[src/rtl/reg_write_arbiter_if.sv]
// Register-file write port shared by two writeback requesters.
// master = requesters / regfile side, slave = arbiter.
interface reg_write_arbiter_if #(
    parameter int DATA_W = 32,
    parameter int ADDR_W = 5
);
    logic              p0_valid;
    logic              p0_ready;
    logic [ADDR_W-1:0] p0_rd;
    logic [DATA_W-1:0] p0_data;
    logic              p1_valid;
    logic              p1_ready;
    logic [ADDR_W-1:0] p1_rd;
    logic [DATA_W-1:0] p1_data;
    logic              RegWrite;
    logic [ADDR_W-1:0] Rd;
    logic [DATA_W-1:0] Write_data;
    logic              grant_id;
    logic              pend_valid;
    logic [ADDR_W-1:0] pend_rd;

    modport master (
        output p0_valid, p0_rd, p0_data,
        output p1_valid, p1_rd, p1_data,
        input  p0_ready, p1_ready,
        input  RegWrite, Rd, Write_data,
        input  grant_id, pend_valid, pend_rd
    );

    modport slave (
        input  p0_valid, p0_rd, p0_data,
        input  p1_valid, p1_rd, p1_data,
        output p0_ready, p1_ready,
        output RegWrite, Rd, Write_data,
        output grant_id, pend_valid, pend_rd
    );
endinterface

[src/rtl/reg_write_arbiter.sv]
// Two-source register-file write arbiter with registered output stage.
// Optional port-1 starvation guard under `STARVE_GUARD_EN.
module reg_write_arbiter #(
    parameter int DATA_W       = 32,
    parameter int ADDR_W       = 5,
    parameter int STARVE_LIMIT = 4
) (
    input logic               clk,
    input logic               reset,
    reg_write_arbiter_if.slave bus
);
    logic              force1;
    logic              conflict;
    logic              conf_q;
    logic              p1_win;
    logic              p0_rdy;
    logic              p1_rdy;
    logic              we_q;
    logic              gid_q;
    logic [ADDR_W-1:0] rd_q;
    logic [DATA_W-1:0] wd_q;

    // conf_q lets port 0 win right after a same-destination grant
    assign conflict = bus.p0_valid && bus.p1_valid
                   && (bus.p0_rd == bus.p1_rd)
                   && (bus.p0_rd != '0) && !conf_q;

`ifdef STARVE_GUARD_EN
    localparam int CW = $clog2(STARVE_LIMIT + 1);
    localparam logic [CW-1:0] LIM = CW'(STARVE_LIMIT);
    logic [CW-1:0] cnt;

    assign force1 = bus.p1_valid && (cnt == LIM);

    always_ff @(posedge clk or negedge reset) begin
        if (!reset) begin
            cnt <= '0;
        end else if (!bus.p1_valid || p1_rdy) begin
            cnt <= '0;
        end else if (cnt != LIM) begin
            cnt <= cnt + 1'b1;
        end
    end
`else
    assign force1 = 1'b0;
`endif

    assign p1_win = force1 || conflict;

    always_comb begin
        p0_rdy = 1'b0;
        p1_rdy = 1'b0;
        if (bus.p0_valid && !p1_win) begin
            p0_rdy = 1'b1;
        end else if (bus.p1_valid) begin
            p1_rdy = 1'b1;
        end
    end

    always_ff @(posedge clk or negedge reset) begin
        if (!reset) begin
            conf_q <= 1'b0;
            we_q   <= 1'b0;
            gid_q  <= 1'b0;
            rd_q   <= '0;
            wd_q   <= '0;
        end else begin
            conf_q <= conflict && p1_rdy;
            we_q   <= 1'b0;
            if (p0_rdy) begin
                we_q  <= bus.p0_rd != '0;
                gid_q <= 1'b0;
                rd_q  <= bus.p0_rd;
                wd_q  <= bus.p0_data;
            end else if (p1_rdy) begin
                we_q  <= bus.p1_rd != '0;
                gid_q <= 1'b1;
                rd_q  <= bus.p1_rd;
                wd_q  <= bus.p1_data;
            end
        end
    end

    assign bus.p0_ready   = p0_rdy;
    assign bus.p1_ready   = p1_rdy;
    assign bus.RegWrite   = we_q;
    assign bus.Rd         = rd_q;
    assign bus.Write_data = wd_q;
    assign bus.grant_id   = gid_q;
    assign bus.pend_valid = we_q;
    assign bus.pend_rd    = rd_q;
endmodule

[src/flat_wrapper.sv]
// flat-port wrapper written by rule: the top's interface ports become plain ports
module reg_write_arbiter_flat 
#(
    parameter int DATA_W       = 32,
    parameter int ADDR_W       = 5,
    parameter int STARVE_LIMIT = 4
)
  (clk, reset, bus_p0_valid, bus_p0_rd, bus_p0_data, bus_p1_valid, bus_p1_rd, bus_p1_data, bus_p0_ready, bus_p1_ready, bus_RegWrite, bus_Rd, bus_Write_data, bus_grant_id, bus_pend_valid, bus_pend_rd);
  reg_write_arbiter_if #(.DATA_W(DATA_W), .ADDR_W(ADDR_W)) bus_i ();
  input logic clk;
  input logic reset;
  input wire logic [$bits(bus_i.p0_valid)-1:0] bus_p0_valid;
  input wire logic [$bits(bus_i.p0_rd)-1:0] bus_p0_rd;
  input wire logic [$bits(bus_i.p0_data)-1:0] bus_p0_data;
  input wire logic [$bits(bus_i.p1_valid)-1:0] bus_p1_valid;
  input wire logic [$bits(bus_i.p1_rd)-1:0] bus_p1_rd;
  input wire logic [$bits(bus_i.p1_data)-1:0] bus_p1_data;
  output wire logic [$bits(bus_i.p0_ready)-1:0] bus_p0_ready;
  output wire logic [$bits(bus_i.p1_ready)-1:0] bus_p1_ready;
  output wire logic [$bits(bus_i.RegWrite)-1:0] bus_RegWrite;
  output wire logic [$bits(bus_i.Rd)-1:0] bus_Rd;
  output wire logic [$bits(bus_i.Write_data)-1:0] bus_Write_data;
  output wire logic [$bits(bus_i.grant_id)-1:0] bus_grant_id;
  output wire logic [$bits(bus_i.pend_valid)-1:0] bus_pend_valid;
  output wire logic [$bits(bus_i.pend_rd)-1:0] bus_pend_rd;
  assign bus_i.p0_valid = bus_p0_valid;
  assign bus_i.p0_rd = bus_p0_rd;
  assign bus_i.p0_data = bus_p0_data;
  assign bus_i.p1_valid = bus_p1_valid;
  assign bus_i.p1_rd = bus_p1_rd;
  assign bus_i.p1_data = bus_p1_data;
  assign bus_p0_ready = bus_i.p0_ready;
  assign bus_p1_ready = bus_i.p1_ready;
  assign bus_RegWrite = bus_i.RegWrite;
  assign bus_Rd = bus_i.Rd;
  assign bus_Write_data = bus_i.Write_data;
  assign bus_grant_id = bus_i.grant_id;
  assign bus_pend_valid = bus_i.pend_valid;
  assign bus_pend_rd = bus_i.pend_rd;
  reg_write_arbiter #(.DATA_W(DATA_W), .ADDR_W(ADDR_W), .STARVE_LIMIT(STARVE_LIMIT)) u_core (.clk(clk), .reset(reset), .bus(bus_i));
endmodule
[config.mk]
export PLATFORM = sky130hd
export DESIGN_NAME = reg_write_arbiter_flat
export DESIGN_NICKNAME = d
export VERILOG_FILES = /design/src/rtl/reg_write_arbiter_if.sv /design/src/rtl/reg_write_arbiter.sv /design/src/flat_wrapper.sv
export SDC_FILE = /design/constraint.sdc
export NUM_CORES = 1
export LEC_CHECK = 0
export CORE_MARGIN = 3
export CORE_UTILIZATION = 42
export CTS_CLUSTER_SIZE = 14
export DETAILED_ROUTE_END_ITERATION = 12
export PLACE_DENSITY = 0.87
export SLEW_MARGIN = 20
export SYNTH_ARGS = -nofsm -noshare
export SYNTH_HDL_FRONTEND = slang
export SYNTH_SLANG_ARGS = --single-unit
[constraint.sdc]
create_clock -name clk -period 2.9 [get_ports clk]
set_input_delay 0.435 -clock clk [delete_from_list [all_inputs] [get_ports clk]]
set_output_delay 0.435 -clock clk [all_outputs]
set_load 0.01 [all_outputs]
==> results.py <==
metrics = {
    "run_status": {
        "status": "finished, final reports clean",
    },
    "final_layout": {
        "n_antenna_cell": 0,
        "nFillCells": 358,
        "finalInstanceArea_um2": 3590,
        "multiInputGateArea_um2": 1110,
        "drive_above_1_share": 0.337,
        "fin_nets": 344,
        "final_common_cell": "clkdlybuf4s50_1",
        "final_cell_mix": "121 x clkdlybuf4s50_1, 40 x dfrtp_1, 38 x mux2_2",
        "fin_cells": 334,
        "seqCellArea_um2": 1000,
        "area_growth_pct": 61.7,
    },
    "logic_synthesis": {
        "synth_xor_area_frac": 0.0197,
        "ys_ff_latch": 40,
        "synth_cells": 146,
        "synth_nets": 224,
        "syn-cell-area_um2": 2220,
        "netlist.area_leader.share": 0.451,
        "synthSimpleGateAreaFrac": 0.0203,
        "synth-adder-area-share": 0,
        "ys_seq_area_frac": 0.451,
        "synth_compound_area_frac": 0.0180,
        "synth_area_leaders": "dfrtp_1 45%, mux2_4 24%, mux2_2 19%",
        "synth_top_family_by_area": "multiplexers",
        "yosysWarnings": 0,
        "ys_types": 18,
        "yosys.area.top_type": "dfrtp_1",
        "syn_avg_cell_area_um2": 15.2,
        "muxShareOfSynthArea": 0.441,
    },
    "route": {
        "routedWlPerCell_um": 16.4,
        "drt_drc_violations_left": 0,
        "drt-total-wl_um": 5470,
        "drtAntennaViolNets": 0,
        "drtPass1Iterations": 4,
        "vias": 1625,
        "viasPerCell": 4.87,
        "drtIter0Drc": 41,
    },
    "timing": {
        "hold_violations": 0,
        "relSlewSlack": 0.412,
        "rsz0062_at_grt": "no",
        "setup_viol": 0,
        "tns_ns": 0,
        "final_min_period_over_clock_period": 0.974,
        "fmax_mhz": 354,
        "finalCriticalPeriod_ns": 2.82,
        "slew_viol_final": 0,
        "tightest_slew_ns": 0.882,
        "fin_ws_ns": 0.0761,
        "fin_worst_skew_ns": 0.0102,
    },
    "grt": {
        "grt_max_degree": 41,
        "grt_pass1_vias": 1757,
        "overflow": 0,
        "grt_pass1_wl_um": 8610,
        "grtUsageTotal": 0.179,
        "antenna_found_initial": 0,
    },
    "worst_setup_path": {
        "cp-startpoint": "bus_p0_rd[3]",
        "path_max_fanout": 4,
        "crit_slowest_cell": "or4_1",
        "ff2ff_path_depth": 3,
        "slowest_delay_ns": 0.58,
        "r2r_end": "u_core.bus.Rd[4]$_DFFE_PN0P_",
        "crit_arrival_ns": 2.39,
        "r2r_start": "u_core.conf_q$_DFF_PN0_",
        "reg2reg_slack_ns": 1.05,
        "path_cells": "clkdlybuf4s50_1 -> or4_1 -> nor2_4 -> o41ai_4 -> and2_1 -> clkdlybuf4s50_1",
        "end_kind": "primary output",
        "criticalPathCategory": "input port to primary output",
        "cp.required_ns": 2.47,
        "crit_end": "bus_p1_ready",
        "crit_path_start_kind": "input port",
        "cpMostUsedCell": "clkdlybuf4s50_1",
    },
    "place": {
        "portBuffers": 124,
        "dp.cells": 326,
        "pre_cts_ws_ns": 0.0352,
        "routabilityCongestion": 0.714,
        "hpwl_um": 4110,
        "placed_area_um2": 3460,
    },
    "clocking": {
        "cts_tree": "yes",
        "clk_pin_slew_ns": 0.08,
        "htree_levels": 2,
        "cts_buffers": 5,
        "cts_hold_buf": 0,
        "cts-root-buf": "clkbuf_8",
        "cts_num_sinks": 40,
        "clockBufferDepth": 2,
        "clk_latency_ns": 0.29,
    },
    "floorplanning": {
        "ioPinCount": 125,
        "die_h_um": 78.7,
        "die-width_um": 78.7,
        "std_cell_rows": 25,
        "start_util": 0.452,
        "die_area_um2": 6200,
        "core_area_um2": 4910,
    },
    "job": {
        "cap_violations": 0,
    },
    "pwr": {
        "p_sw_mw": 0.377,
        "seqPwrFrac": 0.397,
        "peakVddDrop_mv": 0.253,
        "powerDensity_nw_per_um2": 453,
        "pwr-share-comb": 0.298,
        "p_leak_nw": 1.53,
        "cell_internal_pwr_mw": 1.25,
        "power_frac_clock": 0.305,
        "swShare": 0.232,
    },
    "hold_path": {
        "hp-class": "input port to async pin",
    },
}
-- registers in the layout, indices dropped and copies added, names as in the netlist --
register	count
u_core.bus.RegWrite	1
u_core.bus.Write_data	32
u_core.bus.Rd	5
u_core.bus.grant_id	1
u_core.conf_q	1
-- per-stage QoR --
step           power (mW)  utilization  hold WS [ns]
2_1_floorplan       0.881            -         0.139
3_3_place_gp         1.13        0.704         0.469
3_5_place_dp         1.15        0.704         0.476
4_1_cts              1.64        0.730         0.296
5_1_grt              1.70        0.731         0.322
6_report             1.63        0.731         0.256
-- power by group through the flow --
stage	Sequential [mW]	Combinational [mW]	Clock (mW)
after floorplan	0.680	0.201	0
after global routing	0.655	0.515	0.533
after detailed placement	0.656	0.490	0
final	0.646	0.485	0.497
after global placement	0.653	0.479	0
after CTS	0.647	0.491	0.506
-- what timing repair did --
item / CTS / global route
setup buffers: 0 / 0
endpoints found under the setup margin: 0 / 1
hold endpoints to repair: 0 / 0
resized for setup: 0 / 2
-- routing by layer --
metal	track usage	vias to the layer above	routed length [um]
met5	0	-	0
met1	0.208	790	2200
li1	-	760	-
met3	0.0533	4	347
met2	0.323	71	2900
met4	0.0420	0	23
-- Yosys cell counts --
cell / n
inv_1: 1
xnor2_1: 5
buf_4: 6
o41ai_4: 1
o21ai_0: 1
o21a_1: 1
nand3_1: 1
dfrtp_1: 40
nand4_1: 1
buf_6: 4
nor2_2: 1
mux2_2: 38
mux2_4: 36
mux2i_1: 1
nor4_1: 1
clkbuf_1: 5
and2_1: 1
or4_1: 2
-- cell families after synthesis --
kind of cell | count (synthesis)
xor+xnor | 5
buf+inv | 16
compound gates | 3
mux | 75
simple gates | 7
flops | 40
-- critical path: cells and delay by family --
kind | cells | cell delay [ns]
simple gates | 3 | 0.90
buf+inv | 2 | 0.94
compound gates | 1 | 0.11
-- how the worst min path moves through the flow --
stage	to	slack (ns)	cells past startpoint	start
final	u_core.bus.Write_data[7]$_DFFE_PN0P_	0.26	1	reset
after floorplan	u_core.bus.Rd[0]$_DFFE_PN0P_	0.14	0	reset
after CTS	u_core.bus.Write_data[8]$_DFFE_PN0P_	0.30	1	reset
after detailed placement	u_core.bus.grant_id$_DFFE_PN0P_	0.48	1	u_core.bus.grant_id$_DFFE_PN0P_
after global routing	u_core.bus.Write_data[6]$_DFFE_PN0P_	0.32	1	reset
after global placement	u_core.bus.grant_id$_DFFE_PN0P_	0.47	1	u_core.bus.grant_id$_DFFE_PN0P_
-- layout make-up --
type,instances,share of cell area
clock inverters,1,0.00836
flip-flops and latches,40,0.279
clock buffers,7,0.0268
well taps,67,0.0233
multi-input cells,90,0.310
inverters,1,0.00105
repair buffers,128,0.352
(Power assumes the default switching activity.)
